==> src/rtl/bnn_host_ctrl.sv <==
// Host sequencer for bnn: loads one image, pulses start, waits for done, reads the scores back.
// One pixel per cycle while loading, result held on a valid/ready handshake until taken.
module bnn_host_ctrl #(
    parameter int N_PIX     = 784,
    parameter int N_CLASS   = 10,
    parameter int OUT_BASE  = 1024,
    parameter int ADDR_W    = 11,
    parameter int RD_LAT    = 2,
    parameter int START_CYC = 2
) (
    input  logic              clk,
    input  logic              rst,
    input  logic              pix_valid,
    input  logic [7:0]        pix_data,
    output logic              pix_ready,
    output logic              bnn_wr_en,
    output logic [ADDR_W-1:0] bnn_wr_addr,
    output logic [7:0]        bnn_wr_data,
    output logic              bnn_start,
    input  logic              bnn_done,
    output logic [ADDR_W-1:0] bnn_rd_addr,
    input  logic [7:0]        bnn_rd_data,
    output logic              result_valid,
    input  logic              result_ready,
    output logic [3:0]        result_class,
    output logic [7:0]        result_score,
    output logic              busy
);
    localparam int CNT_W = $clog2(N_PIX + 1);
    localparam int PH_W  = $clog2(RD_LAT + 1);
    localparam int SC_W  = $clog2(START_CYC + 1);

    localparam logic [2:0] S_LOAD   = 3'd0;
    localparam logic [2:0] S_START  = 3'd1;
    localparam logic [2:0] S_WAIT   = 3'd2;
    localparam logic [2:0] S_READ   = 3'd3;
    localparam logic [2:0] S_RESULT = 3'd4;

    logic [2:0]        state_q, state_d;
    logic [CNT_W-1:0]  cnt_q, cnt_d;
    logic [SC_W-1:0]   sc_q, sc_d;
    logic [3:0]        idx_q, idx_d;
    logic [PH_W-1:0]   ph_q, ph_d;
    logic signed [7:0] best_q, best_d;
    logic [3:0]        best_idx_q, best_idx_d;

    logic              wr_en_q, wr_en_d;
    logic [ADDR_W-1:0] wr_addr_q, wr_addr_d;
    logic [7:0]        wr_data_q, wr_data_d;
    logic              start_q, start_d;
    logic [ADDR_W-1:0] rd_addr_q, rd_addr_d;
    logic              rv_q, rv_d;
    logic [3:0]        cls_q, cls_d;
    logic [7:0]        score_q, score_d;

    logic              accept;
    logic signed [7:0] cap_score;

    assign pix_ready = (state_q == S_LOAD);
    assign busy      = !((state_q == S_LOAD) && (cnt_q == '0));
    assign accept    = pix_valid && pix_ready;
    assign cap_score = $signed(bnn_rd_data);

    always_comb begin
        state_d    = state_q;
        cnt_d      = cnt_q;
        sc_d       = sc_q;
        idx_d      = idx_q;
        ph_d       = ph_q;
        best_d     = best_q;
        best_idx_d = best_idx_q;
        wr_en_d    = 1'b0;
        wr_addr_d  = wr_addr_q;
        wr_data_d  = wr_data_q;
        start_d    = 1'b0;
        rd_addr_d  = rd_addr_q;
        rv_d       = rv_q;
        cls_d      = cls_q;
        score_d    = score_q;

        case (state_q)
            S_LOAD: begin
                if (accept) begin
                    wr_en_d   = 1'b1;
                    wr_addr_d = ADDR_W'(cnt_q);
                    wr_data_d = pix_data;
                    cnt_d     = cnt_q + CNT_W'(1);
                    if (cnt_q == CNT_W'(N_PIX - 1)) begin
                        state_d = S_START;
                    end
                end
            end

            S_START: begin
                // First START cycle carries the final write; the pulse follows it.
                if (sc_q != SC_W'(START_CYC)) begin
                    start_d = 1'b1;
                    sc_d    = sc_q + SC_W'(1);
                end else begin
                    sc_d    = '0;
                    state_d = S_WAIT;
                end
            end

            S_WAIT: begin
                if (bnn_done) begin
                    state_d = S_READ;
                    idx_d   = '0;
                    ph_d    = '0;
                end
            end

            S_READ: begin
                if (ph_q == '0) begin
                    rd_addr_d = ADDR_W'(OUT_BASE) + ADDR_W'(idx_q);
                end
                if (ph_q == PH_W'(RD_LAT)) begin
                    ph_d = '0;
                    // Strict greater-than keeps the lowest index on ties.
                    if ((idx_q == '0) || (cap_score > best_q)) begin
                        best_d     = cap_score;
                        best_idx_d = idx_q;
                    end
                    if (idx_q == 4'(N_CLASS - 1)) begin
                        state_d = S_RESULT;
                        rv_d    = 1'b1;
                        cls_d   = best_idx_d;
                        score_d = best_d;
                    end else begin
                        idx_d = idx_q + 4'd1;
                    end
                end else begin
                    ph_d = ph_q + PH_W'(1);
                end
            end

            S_RESULT: begin
                if (result_ready) begin
                    rv_d    = 1'b0;
                    cnt_d   = '0;
                    state_d = S_LOAD;
                end
            end

            default: begin
                state_d = S_LOAD;
                cnt_d   = '0;
            end
        endcase
    end

    always_ff @(posedge clk or posedge rst) begin
        if (rst) begin
            state_q    <= S_LOAD;
            cnt_q      <= '0;
            sc_q       <= '0;
            idx_q      <= '0;
            ph_q       <= '0;
            best_q     <= '0;
            best_idx_q <= '0;
            wr_en_q    <= 1'b0;
            wr_addr_q  <= '0;
            wr_data_q  <= '0;
            start_q    <= 1'b0;
            rd_addr_q  <= '0;
            rv_q       <= 1'b0;
            cls_q      <= '0;
            score_q    <= '0;
        end else begin
            state_q    <= state_d;
            cnt_q      <= cnt_d;
            sc_q       <= sc_d;
            idx_q      <= idx_d;
            ph_q       <= ph_d;
            best_q     <= best_d;
            best_idx_q <= best_idx_d;
            wr_en_q    <= wr_en_d;
            wr_addr_q  <= wr_addr_d;
            wr_data_q  <= wr_data_d;
            start_q    <= start_d;
            rd_addr_q  <= rd_addr_d;
            rv_q       <= rv_d;
            cls_q      <= cls_d;
            score_q    <= score_d;
        end
    end

    assign bnn_wr_en    = wr_en_q;
    assign bnn_wr_addr  = wr_addr_q;
    assign bnn_wr_data  = wr_data_q;
    assign bnn_start    = start_q;
    assign bnn_rd_addr  = rd_addr_q;
    assign result_valid = rv_q;
    assign result_class = cls_q;
    assign result_score = score_q;

endmodule
==> config.mk <==
export PLATFORM = sky130hd
export DESIGN_NAME = bnn_host_ctrl
export DESIGN_NICKNAME = d
export VERILOG_FILES = /design/src/rtl/bnn_host_ctrl.sv
export SDC_FILE = /design/constraint.sdc
export NUM_CORES = 1
export LEC_CHECK = 0
export ABC_AREA = 0
export CAP_MARGIN = 25
export CORE_ASPECT_RATIO = 0.9
export CORE_MARGIN = 2
export CORE_UTILIZATION = 30
export CTS_CLUSTER_DIAMETER = 30
export DETAILED_ROUTE_END_ITERATION = 16
export GPL_TIMING_DRIVEN = 0
export PLACE_DENSITY = 0.5
export RECOVER_POWER = 50
export SYNTH_ARGS = -nofsm -noshare
export SYNTH_HDL_FRONTEND = slang
export SYNTH_SLANG_ARGS = --single-unit
==> constraint.sdc <==
create_clock -name clk -period 3 [get_ports clk]
set_clock_uncertainty 0.15 [all_clocks]
set_input_delay 0.9 -clock clk [delete_from_list [all_inputs] [get_ports clk]]
set_output_delay 0.9 -clock clk [all_outputs]
set_load 0.02 [all_outputs]
==> summary.md <==
| Metric | Value |
|---|---|
| CP Cell Sequence | `clkdlybuf4s50_1 -> ha_1 -> nand4_1 -> nor2_4 -> a311oi_4 -> o31ai_4 -> buf_8 -> mux2_2` |
| CTS tree | `yes` |
| ANT cells | `0` |
| Max Clk Rate | `338 MHz` |
| Routed Antenna Nets | `0` |
| Worst r2r path cells | `6` |
| Vias in the first global route | `around 2600` |
| Tot Pwr | `around 2800 uW` |
| Worst Max-Slew Pin Slew | `1050 ps` |
| WL/cell | `between 10 and 15 um` |
| Tcrit/Tclk final | `98.5%` |
| Min-delay worst type | `flip-flop to flip-flop` |
| Die height | `around 110 um` |
| Reg clk slew, reported paths | `~60 ps` |
| Crit path kind | `primary input to flip-flop` |
| Cell taking the most area after synthesis | `dfrtp_1` |
| Critical path endpoint category | `flip-flop` |
| Internal Power | `around 2100 uW` |
| Maxcap violations | `0` |
| Critical Path Stages | `8` |
| Layout area overhead | `35.1%` |
| Post-synth top area share | `50.3%` |
| Drt via density | `4.68` |
| CTS Buf Count | `9` |
| Synthesized instance count | `307` |
| Family with the most delay on the worst path | `buffers and inverters` |
| Synth warnings | `0` |
| Port Buffers | `60` |
| CTS root buf | `clkbuf_16` |
| Std cell rows | `37` |
| Worst-skew pair later-pin latency | `around 330 ps` |
| Total routed wirelength | `7.89 mm` |
| Part of the power in combinational logic | `14.8%` |
| Residual DRC | `0` |
| Final WS setup | `between 40 and 50 ps` |
| Most common cell after layout, fill and taps aside | `dfrtp_1` |
| Synth Register Bits | `71` |
| Die W | `approximately 120 um` |
| Combinational family with the most area after synthesis | `simple AND/OR/NAND/NOR gates` |
| PwrDens | `583 mW/mm2` |
| Async set or reset register ratio after synthesis | `100%` |
| Syn_area_per_cell | `11.5 um2` |
| Drt initial violations | `114` |
| Setup crit end | `best_q[1]` |
| # nets final | `423` |
| Clock Power Share | `45.2%` |
| Pin count of the biggest net entering global routing | `49` |
| Psw | `672 uW` |
| Congestion Overflow GR | `0` |
| Mux cell area share after synthesis | `between 10% and 20%` |
| # fillers | `between 1000 and 1500` |
| Vias | `2573` |
| Share of cells above drive strength 1 | `23.1%` |
| Global-route wire length before repair | `around 13 mm` |
| Worst vdd ir | `about 0.35 mV` |
| Crit-path slowest cell | `clkdlybuf4s50_1` |
| Fin area | `between 0.004 and 0.005 mm2` |
| Post-CTS Hold Fix Bufs | `0` |
| Depth of the CTS H-tree | `3` |
| Largest cells by area after synthesis | `dfrtp_1 50%, mux2_2 11%, ha_1 4.6%` |
| Reg-to-reg startpoint | `state_q[2]` |
| Synth Cell Area | `0.00353 mm2` |
| CP max stage delay | `460 ps` |
| Core box area | `between 0.01 and 0.015 mm2` |
| Fin Setup TNS | `0 ps` |
| Synth Area in Compound Gates | `9.89%` |
| Initial antenna violation count | `0` |
| Die footprint | `~0.013 mm2` |
| CP bufs+invs | `2` |
| R2R Path End | `result_class[2]` |
| GP Congestion | `0.783` |
| Starting Density | `30.9%` |
| Non-Filler Instances | `550` |
| Outcome | `finished clean` |
| Sw frac | `24.2%` |
| Worst path arrival time | `3020 ps` |
| Most frequent cells in the layout | `71 x dfrtp_1, 53 x clkdlybuf4s50_1, 36 x mux2_2` |
| Post-synth EDFFs | `0` |
| Synth Area in Adders | `4.61%` |
| Pre-CTS setup slack | `-427 ps` |
| Min-Delay Path Depth | `1` |
| Minimum clock period | `2960 ps` |
| Setup crit start | `bnn_rd_data[3]` |
| CP Max Fanout | `9` |
| Ports | `68` |
| Final setup violation count | `0` |
| Final hold vios | `0` |
| Unique cell type count in the Yosys netlist | `49` |
| Sequential Power Share | `40.0%` |
| Static Leak | `between 0.002 and 0.0025 uW` |
| # clock sinks | `71` |
| Total track usage | `between 10% and 20%` |
| Simple-gate portion of the synthesized area | `roughly 16%` |
| Setup crit start kind | `primary input` |
| CTS Buffer Depth | `2` |
| Synth Area in XOR/XNOR | `1.98%` |
| Hold Startpoint | `best_idx_q[3]` |
| Placed instance area | `0.00438 mm2` |
| Pre-antenna DRT Iters | `4` |
| Required time worst endpoint | `3070 ps` |
| Slew HR | `about 30%` |
| DP HPWL | `5.45 mm` |
| Cells after DPL | `530` |
| Seq/Total Area, Yosys | `50.3%` |
| Max Slew Vio Count | `0` |
| Post-synth top flop | `dfrtp_1` |
| Reg2reg setup slack | `510 ps` |
[cells in the mapped netlist (2+ instances only)]
master,number
clkbuf_1,2
nor2_2,2
a31oi_1,10
buf_6,2
o31ai_1,11
ha_1,13
dfrtp_1,71
nor2_1,28
xor2_1,8
o21ai_0,6
and3_1,4
inv_1,17
or2_2,2
mux2_2,36
a21oi_1,4
a32o_1,2
nand3_1,4
or4b_1,3
buf_4,9
nor2b_1,5
nand2_1,16
nor3_1,4
nor4_1,2
buf_2,8
or4_1,7
a22o_1,2
nand4_1,7
[kinds of logic (layout without fill, tap and decap cells)]
| family | after synthesis | after routing |
|---|---|---|
| muxes | 36 | 36 |
| AOI/OAI and AO/OA | 46 | 46 |
| DFF | 71 | 71 |
| buffers and inverters | 39 | 120 |
| adders and majority gates | 13 | 13 |
| xor gates and xnor gates | 8 | 8 |
| other | 1 | 7 |
| and+or+nand+nor | 93 | 93 |
[worst min-delay path by stage]
| stage | endpoint |
|---|---|
| 6_report | best_idx_q[3] |
| 5_1_grt | bnn_rd_addr[10] |
| 4_1_cts | bnn_rd_addr[10] |
| 3_5_place_dp | bnn_rd_addr[10] |
| 3_3_place_gp | bnn_rd_addr[10] |
| 2_1_floorplan | best_idx_q[3] |
[power groups by stage]
stage          sequential (uW)  clock (uW)  combinational, uW
5_1_grt                   1130        1340                448
4_1_cts                   1110        1290                415
2_1_floorplan             1170           0                187
3_3_place_gp              1130           0                407
6_report                  1110        1260                411
3_5_place_dp              1130           0                415
[metrics by stage]
stage          utilization (%)  hold WS, ps
4_1_cts                   41.5          333
2_1_floorplan                -          308
3_3_place_gp              38.0          307
6_report                  41.7          332
5_1_grt                   41.7          351
3_5_place_dp              38.3          308
[what timing repair did]
item,CTS,global route
setup endpoints to repair,19,19
pin swaps,1,9
endpoints found under the hold margin,0,0
gates resized for setup,2,10
setup buffers,1,3
[metal layers]
metal / up-vias / GRT usage (%) / routed length [um]
met5: - / 0 / 0
met4: 0 / 6.02 / 131
met3: 8 / 4.04 / 435
met2: 68 / 20.5 / 3530
met1: 1242 / 18.1 / 3790
li1: 1255 / - / -
[sequential cells by signal, summed over array words and instances, names as in the netlist]
register      count
bnn_wr_data       8
cnt_q            10
bnn_wr_addr      10
result_valid      1
bnn_wr_en         1
ph_q              2
best_idx_q        4
idx_q             4
sc_q              2
result_score      8
result_class      4
bnn_rd_addr       5
state_q           3
bnn_start         1
best_q            8
[layout make-up]
| cell class | instances | area, um2 | share of cell area (%) |
|---|---|---|---|
| Sequential cell | 71 | 1780 | 37.2 |
| Multi-Input combinational cell | 203 | 1580 | 33.1 |
| Timing Repair Buffer | 65 | 644 | 13.5 |
| Clock buffer | 11 | 253 | 5.30 |
| Tap cell | 156 | 195 | 4.09 |
| Buffer | 22 | 154 | 3.23 |
| Clock inverter | 5 | 104 | 2.18 |
| Inverter | 17 | 65.1 | 1.36 |
Note: power is estimated with default switching activity, not from simulation.
